[config.mk]
export PLATFORM = sky130hd
export DESIGN_NAME = down_counter_underflow_flat
export DESIGN_NICKNAME = d
export VERILOG_FILES = /design/src/rtl/down_counter_underflow_if.sv /design/src/rtl/down_counter_underflow.sv /design/src/flat_wrapper.sv
export SDC_FILE = /design/constraint.sdc
export NUM_CORES = 1
export LEC_CHECK = 0
export ABC_AREA = 1
export BUFFER_PORTS_ARGS = -buffer_cell sky130_fd_sc_hd__buf_4
export CORE_UTILIZATION = 43
export DETAILED_ROUTE_END_ITERATION = 16
export PLACE_DENSITY = 0.69
export SETUP_SLACK_MARGIN = 0.1
export SYNTH_ARGS = -nofsm -noshare
export SYNTH_HDL_FRONTEND = slang
export SYNTH_SLANG_ARGS = --single-unit
[constraint.sdc]
create_clock -name clk -period 1.18 [get_ports clk]
set_input_delay 0 -clock clk [delete_from_list [all_inputs] [get_ports clk]]
set_output_delay 0 -clock clk [all_outputs]
set_load 0.05 [all_outputs]
[src/rtl/down_counter_underflow_if.sv]
// Control/status bundle for the loadable down-counter: the master drives
// the load/count controls and the slave (the counter) returns count and underflow status.
interface down_counter_underflow_if #(
  parameter int WIDTH = 4
);
  logic             enable;
  logic             load;
  logic [WIDTH-1:0] load_value;
  logic             auto_reload;
  logic             clear_underflow;
  logic [WIDTH-1:0] counter_out;
  logic             underflow_out;
  logic             underflow_pulse;
  logic             busy_out;

  modport master (
    output enable, load, load_value, auto_reload, clear_underflow,
    input  counter_out, underflow_out, underflow_pulse, busy_out
  );

  modport slave (
    input  enable, load, load_value, auto_reload, clear_underflow,
    output counter_out, underflow_out, underflow_pulse, busy_out
  );
endinterface

[src/rtl/down_counter_underflow.sv]
// Loadable down-counter with an underflow pulse, a sticky underflow flag and
// one-shot or auto-reload operation. All outputs come straight from flops.
module down_counter_underflow #(
  parameter int WIDTH = 4
) (
  input  logic                     clk,
  input  logic                     reset,
  down_counter_underflow_if.slave  bus
);

  typedef enum logic [1:0] {
    IDLE    = 2'd0,
    RUN     = 2'd1,
    EXPIRED = 2'd2
  } state_t;

  state_t           state;
  logic [WIDTH-1:0] count_q;
  logic [WIDTH-1:0] reload_q;
  logic             flag_q;
  logic             pulse_q;
  logic             busy_q;

  // NOTE: sequential state uses non-blocking assignments only; later
  // assignments in the block override the earlier defaults on the same edge.
  always_ff @(posedge clk or negedge reset) begin
    if (!reset) begin
      state    <= IDLE;
      count_q  <= '0;
      reload_q <= '0;
      flag_q   <= 1'b0;
      pulse_q  <= 1'b0;
      busy_q   <= 1'b0;
    end else begin
      pulse_q <= 1'b0;
      if (bus.clear_underflow) begin
        flag_q <= 1'b0;
      end

      if (bus.load) begin
        // Load beats both counting and underflow detection.
        count_q  <= bus.load_value;
        reload_q <= bus.load_value;
        state    <= RUN;
        busy_q   <= 1'b1;
      end else begin
        case (state)
          RUN: begin
            if (bus.enable) begin
              if (count_q != '0) begin
                count_q <= count_q - WIDTH'(1);
              end else begin
                // Underflow event: setting the flag wins over a coincident clear.
                pulse_q <= 1'b1;
                flag_q  <= 1'b1;
                if (bus.auto_reload) begin
                  count_q <= reload_q;
                end else begin
                  state  <= EXPIRED;
                  busy_q <= 1'b0;
                end
              end
            end
          end
          IDLE, EXPIRED: begin
            count_q <= count_q;
          end
          default: begin
            state  <= IDLE;
            busy_q <= 1'b0;
          end
        endcase
      end
    end
  end

  assign bus.counter_out     = count_q;
  assign bus.underflow_out   = flag_q;
  assign bus.underflow_pulse = pulse_q;
  assign bus.busy_out        = busy_q;

endmodule
[src/flat_wrapper.sv]
// flat-port wrapper written by rule: the top's interface ports become plain ports
module down_counter_underflow_flat 
#(
  parameter int WIDTH = 4
)
  (clk, reset, bus_enable, bus_load, bus_load_value, bus_auto_reload, bus_clear_underflow, bus_counter_out, bus_underflow_out, bus_underflow_pulse, bus_busy_out);
  down_counter_underflow_if #(.WIDTH(WIDTH)) bus_i ();
  input  logic clk;
  input  logic reset;
  input wire logic [$bits(bus_i.enable)-1:0] bus_enable;
  input wire logic [$bits(bus_i.load)-1:0] bus_load;
  input wire logic [$bits(bus_i.load_value)-1:0] bus_load_value;
  input wire logic [$bits(bus_i.auto_reload)-1:0] bus_auto_reload;
  input wire logic [$bits(bus_i.clear_underflow)-1:0] bus_clear_underflow;
  output wire logic [$bits(bus_i.counter_out)-1:0] bus_counter_out;
  output wire logic [$bits(bus_i.underflow_out)-1:0] bus_underflow_out;
  output wire logic [$bits(bus_i.underflow_pulse)-1:0] bus_underflow_pulse;
  output wire logic [$bits(bus_i.busy_out)-1:0] bus_busy_out;
  assign bus_i.enable = bus_enable;
  assign bus_i.load = bus_load;
  assign bus_i.load_value = bus_load_value;
  assign bus_i.auto_reload = bus_auto_reload;
  assign bus_i.clear_underflow = bus_clear_underflow;
  assign bus_counter_out = bus_i.counter_out;
  assign bus_underflow_out = bus_i.underflow_out;
  assign bus_underflow_pulse = bus_i.underflow_pulse;
  assign bus_busy_out = bus_i.busy_out;
  down_counter_underflow #(.WIDTH(WIDTH)) u_core (.clk(clk), .reset(reset), .bus(bus_i));
endmodule
==> results of run 1 <==
[logic make-up after synthesis]
kind of cell / Yosys count / synth area share, %
compound gates: 7 / 5.965
fa+ha+maj: 1 / 1.754
buf+inv: 16 / 12.28
flops: 12 / 42.11
simple gates: 53 / 37.90
[per-layer routing]
metal | part of all wire [%] | track usage (%)
met5 | 0 | 0
met1 | 48 | 25.27
met2 | 46 | 26.97
met3 | 3.0 | 3.830
met4 | 2.9 | 13.13
[synth_stat cells, types with 3 or more instances]
library cell  instances  area share, %
buf_6                 3            4.7
nand2_1              25             13
nor2_2                3            2.6
inv_1                12            6.3
nand3_2               5            7.0
o21ai_0               3            2.1
nor2_1                5            2.6
nand3_1              12            8.4
dfrtp_1              12             42
[cell type report]
cell class | instances | share of cell area, %
clock buffers | 4 | 2.658
inverters | 13 | 5.443
multi-input cells | 61 | 36.20
flip-flops and latches | 12 | 30.63
well taps | 16 | 2.025
repair buffers | 28 | 23.04
[critical path: stages (launching register included)]
cell and delay (ps):
dfrtp_2 410, inv_2 70, ha_4 200, nand2_4 80
nor2_4 110, nor2_4 60, nand3_2 60, nand3_2 50
[power breakdown]
part	internal (uW)	leakage, uW	switching, uW
clock	131	0.0000150	137
combinational	325	0.000349	530
sequential	479	0.000146	50.1
[how the worst max path moves through the flow]
stage | startpoint | end | slack [ps]
after CTS | u_core.bus.counter_out[0]$_DFFE_PN0P_ | u_core.bus.counter_out[3]$_DFFE_PN0P_ | 40
after detailed placement | u_core.bus.counter_out[0]$_DFFE_PN0P_ | u_core.bus.counter_out[3]$_DFFE_PN0P_ | -60
after global routing | u_core.bus.counter_out[0]$_DFFE_PN0P_ | u_core.bus.counter_out[1]$_DFFE_PN0P_ | -40
after global placement | u_core.bus.counter_out[0]$_DFFE_PN0P_ | u_core.bus.counter_out[3]$_DFFE_PN0P_ | -20
after floorplan | u_core.bus.counter_out[0]$_DFFE_PN0P_ | u_core.bus.counter_out[3]$_DFFE_PN0P_ | -180
final | u_core.bus.counter_out[0]$_DFFE_PN0P_ | u_core.bus.counter_out[3]$_DFFE_PN0P_ | 30
[state kept, by name (all words and copies together) (netlist names)]
signal                      flops
u_core.bus.counter_out          4
u_core.reload_q                 4
u_core.state                    2
u_core.bus.underflow_out        1
u_core.bus.underflow_pulse      1
[timing repair]
item	CTS	global route
gates resized for setup	5	2
hold buffers	7	0
endpoints found under the hold margin	19	0
buffers inserted	0	1
pin swaps	2	1
endpoints found under the setup margin	8	6
[through the flow]
stage | utilization, % | power (uW) | hold WS [ps]
after global routing | 64.86 | 1766 | 14.71
after CTS | 63.71 | 1649 | 12.27
after detailed placement | 56.08 | 1312 | -150.9
after floorplan | - | 1091 | -295.6
final | 64.86 | 1652 | 20.48
after global placement | 56.08 | 1297 | -152.7
==> reports/metrics.yaml, run 1 <==
routing:
  final_antenna_net_count: 0
  drc: 0
  drt-total-wl_microns: 1550
  num_vias: 660
  routedWlPerCell_microns: 11.57
  first_pass_iters: 4
  via_per_inst: 4.925
  drt_iter0_markers: 5
placed_design:
  dp_hpwl_microns: 1077
  gp_congestion: 0.7876
  place_inst: 122
  place_area_sq_um: 854.6
  port_buffers: 16
  place_ws_ps: -64.81
critical_path:
  r2r_slack_ps: 30
  cp-end-kind: "register"
  worstPathRequired_ps: 1350
  rr_endpoint: "u_core.bus.counter_out[3]$_DFFE_PN0P_"
  cp-start-kind: "register"
  worst_r2r_path_depth: 7
  r2r_start: "u_core.bus.counter_out[0]$_DFFE_PN0P_"
  path_max_fanout: 8
  arrival_ps: 1320
  criticalPathCategory: "reg2reg"
cells_and_area:
  multi_input_area_sq_um: 357.8
  final_cells: 134
  syn2layout_area_growth_pct: 38.60
  final_nets: 130
  num_antenna_cells: 0
  fin_area_sq_um: 988.4
  nFillCells: 138
  seq_area_sq_um: 302.8
  drive_above_1_share_pct: 37.29
  layout_commonest_cell: "nand2_1"
  final_cell_mix: "nand2_1, buf_4, nand3_1"
hold_path:
  min_to: "u_core.state[1]$_DFFE_PN0P_"
  hold_path_class: "in2reg"
  holdCritStartpoint: "bus_load"
  whs_path_depth: 2
global_routing:
  grt_use_total_pct: 18.88
  grt_pass1_vias: 579
  grt_pass1_wl_microns: 2477
  grt_max_degree: 15
  grt_overflow: 0
  antenna_found_initial: 0
run_status:
  status: "finished clean"
synth:
  synth_cell_types: 18
  synth_warnings: 0
  async_flop_share_pct: 100.0
  syn-cell-area_sq_um: 713.2
  synthCells: 89
  synth_nets: 100
  avgSynthCellArea_sq_um: 8.013
  synthFlopType: "dfrtp_1"
  yosysSeqAreaShare_pct: 42.11
  ys_ff_latch: 12
  synth_edf_count: 0
cts:
  numCtsBuffers: 3
  clk_latency_ps: 280
  clockBufferDepth: 2
  clockRootBuffer: "clkbuf_4"
  clk_pin_slew_ps: 80
  cts_tree: "yes"
  htree_levels: 1
  clock-sinks: 12
floorplan:
  core_area_sq_mm: 0.001524
  io_pins: 17
  die-area_sq_mm: 0.001825
  num_rows: 14
  die-width_microns: 42.73
  start_util_pct: 46.80
  fp.dieH_microns: 42.73
pwr:
  p_leak_uw: 0.0005097
  ir_drop_uv: 853.3
  pwr_density_cell_mw_per_mm2: 1672
timing:
  slew_viol_final: 0
  fin_crit_ps: 1149
  max_slew.worst_pin.slew_ps: 207.9
  period_share_pct: 97.41
  relSlewSlack_pct: 86.11
  hold_viol_final: 0
  setup_ws_ps: 30.54
  setup_tns_ps: 0
  skew_ps: 9.873
  max_freq_mhz: 870.0
  rsz0062_at_grt: "yes"
  setup_violations: 0
flow_run:
  maxCapViolCount: 0
No activity file was read; power rests on OpenSTA's default activity.
==> inputs of run 2 (changes only) <==
Settings changed: PLACE_DENSITY 0.69 to 0.66.
Clock period 1.18 ns to 1.3 ns, I/O delays scaled along.
==> reports/metrics.yaml, run 2 (synthesis gave the netlist of run 1 again) <==
routing:
  first_pass_iters: 4  # unchanged
  drc: 0  # unchanged
  num_vias: 654  # was 660
  routedWlPerCell_microns: 11.84  # was 11.57 microns
  drt_iter0_markers: 8  # was 5
  via_per_inst: 4.955  # was 4.925
  drt-total-wl_microns: 1563  # was 1550 microns
  final_antenna_net_count: 0  # unchanged
timing:
  skew_ps: 3.950  # was 9.873 ps
  max_slew.worst_pin.slew_ps: 263.0  # was 207.9 ps
  setup_ws_ps: 110.8  # was 30.54 ps
  max_freq_mhz: 840.9  # was 870.0 MHz
  relSlewSlack_pct: 82.47  # was 86.11%
  rsz0062_at_grt: "yes"  # unchanged
  slew_viol_final: 0  # unchanged
  hold_viol_final: 0  # unchanged
  setup_violations: 0  # unchanged
  whs_ps: 13.19  # was 20.48 ps
  period_share_pct: 91.48  # was 97.41%
  fin_crit_ps: 1189  # was 1149 ps
global_routing:
  grt_pass1_vias: 616  # was 579
  grt_use_total_pct: 20.48  # was 18.88%
  grt_pass1_wl_microns: 2725  # was 2477 microns
  antenna_found_initial: 0  # unchanged
  grt_overflow: 0  # unchanged
  grt_max_degree: 15  # unchanged
cts:
  clockBufferDepth: 2  # unchanged
  clk_latency_ps: 280  # about the same
  clk_pin_slew_ps: 80  # about the same
  clockRootBuffer: "clkbuf_4"  # unchanged
  numCtsBuffers: 3  # unchanged
  htree_levels: 1  # unchanged
  cts_tree: "yes"  # unchanged
  clock-sinks: 12  # unchanged
pwr:
  p_leak_uw: 0.0005041  # was 0.0005097 uW
  internal_power_uw: 885.7  # was 934.4 uW
  p_seq_share_pct: 32.2  # was 32.0%
  power_frac_comb_pct: 48.0  # was 51.7%
  switchingPower_uw: 666.7  # was 717.8 uW
  pwr-share-clk_pct: 19.9  # was 16.2%
  ir_drop_uv: 834.5  # was 853.3 uV
  p_sw_share_pct: 42.95  # was 43.44%
  finalPower_uw: 1552  # was 1652 uW
  pwr_density_cell_mw_per_mm2: 1578  # was 1672 mW/mm^2
floorplan:
  start_util_pct: 46.80  # unchanged
  num_rows: 14  # unchanged
  io_pins: 17  # unchanged
  die-width_microns: 42.73  # unchanged
  die-area_sq_mm: 0.001825  # unchanged
  core_area_sq_mm: 0.001524  # unchanged
  fp.dieH_microns: 42.73  # unchanged
placed_design:
  dp_hpwl_microns: 1064  # was 1077 microns
  gp_congestion: 0.8183  # was 0.7876
  port_buffers: 16  # unchanged
  place_ws_ps: 12.23  # was -64.81 ps
  place_area_sq_um: 832.0  # was 854.6 sq um
critical_path:
  worstPathRequired_ps: 1470  # was 1350 ps
  worst_r2r_path_depth: 7  # unchanged
  criticalPathCategory: "reg2reg"  # unchanged
  arrival_ps: 1360  # was 1320 ps
  cp-end-kind: "register"  # unchanged
  cp-start-kind: "register"  # unchanged
  path_max_fanout: 8  # unchanged
cells_and_area:
  fin_area_sq_um: 983.4  # was 988.4 sq um
  layout_commonest_cell: "nand2_1"  # unchanged
  final_nets: 128  # was 130
  drive_above_1_share_pct: 37.93  # was 37.29%
  final_cell_mix: "nand2_1, buf_4, nand3_1"  # unchanged
  num_antenna_cells: 0  # unchanged
  nFillCells: 140  # was 138
  syn2layout_area_growth_pct: 37.89  # was 38.60%
hold_path:
  hold_path_class: "in2reg"  # unchanged
  whs_path_depth: 2  # unchanged
run_status:
  status: "finished clean"  # unchanged
flow_run:
  maxCapViolCount: 0  # unchanged
run 2: path summary, 6_finish.rpt:
kind,startpoint,slack (ps),to
max in group asynchronous,reset,1040,u_core.bus.counter_out[0]$_DFFE_PN0P_
hold / removal,bus_load,10,u_core.state[1]$_DFFE_PN0P_
hold reg to reg,u_core.reload_q[2]$_DFFE_PN0P_,490,u_core.reload_q[2]$_DFFE_PN0P_
min in group asynchronous,reset,90,u_core.bus.underflow_out$_DFF_PN0_
setup / recovery,u_core.bus.counter_out[0]$_DFFE_PN0P_,110,u_core.bus.counter_out[3]$_DFFE_PN0P_
setup reg to reg,u_core.bus.counter_out[0]$_DFFE_PN0P_,110,u_core.bus.counter_out[3]$_DFFE_PN0P_
run 2: per-layer routing:
| layer | share of wire, % | vias up | global-route usage (%) |
|---|---|---|---|
| met5 | 0 | - | 0 |
| met3 | 4.0 | 4 | 2.553 |
| met2 | 46 | 17 | 29.39 |
| met4 | 2.8 | 0 | 13.75 |
| li1 | - | 337 | - |
| met1 | 47 | 296 | 28.53 |
run 2: critical path, cell delays in order (launching register included):
cell	delay (ps)
dfrtp_2	450
inv_4	80
ha_4	200
nand2_4	80
nor2_4	110
nor2_4	60
nand3_2	60
nand3_2	50
run 2: what timing repair did:
action	in CTS	in global routing
buffers inserted	0	2
pin swaps	1	3
hold buffers	7	0
hold endpoints to repair	19	0
setup endpoints to repair	6	6
gates resized for setup	1	8
run 2: metrics by stage:
step	instances	util [%]	TNS, ps
floorplan	89	-	-187.9
global placement	119	54.60	0
detailed placement	119	54.60	0
CTS	130	62.23	0
global route	132	64.53	0
finish	132	64.53	0
run 2: layout make-up:
cell class                      count  area [sq um]  area share, %
Tap cell                           16         20.02          2.036
Inverter                           13         56.30          5.725
Multi-Input combinational cell     61         355.3          36.13
Timing Repair Buffer               26         212.7          21.63
Sequential cell                    12         302.8          30.79
Clock buffer                        4         36.28          3.690
run 2: power by group through the flow:
stage	Sequential, uW	Combinational, uW	Clock [uW]
final	500	745	308
after global routing	508	812	333
after CTS	493	693	312
after detailed placement	501	650	0
after global placement	496	647	0
after floorplan	660	330	0
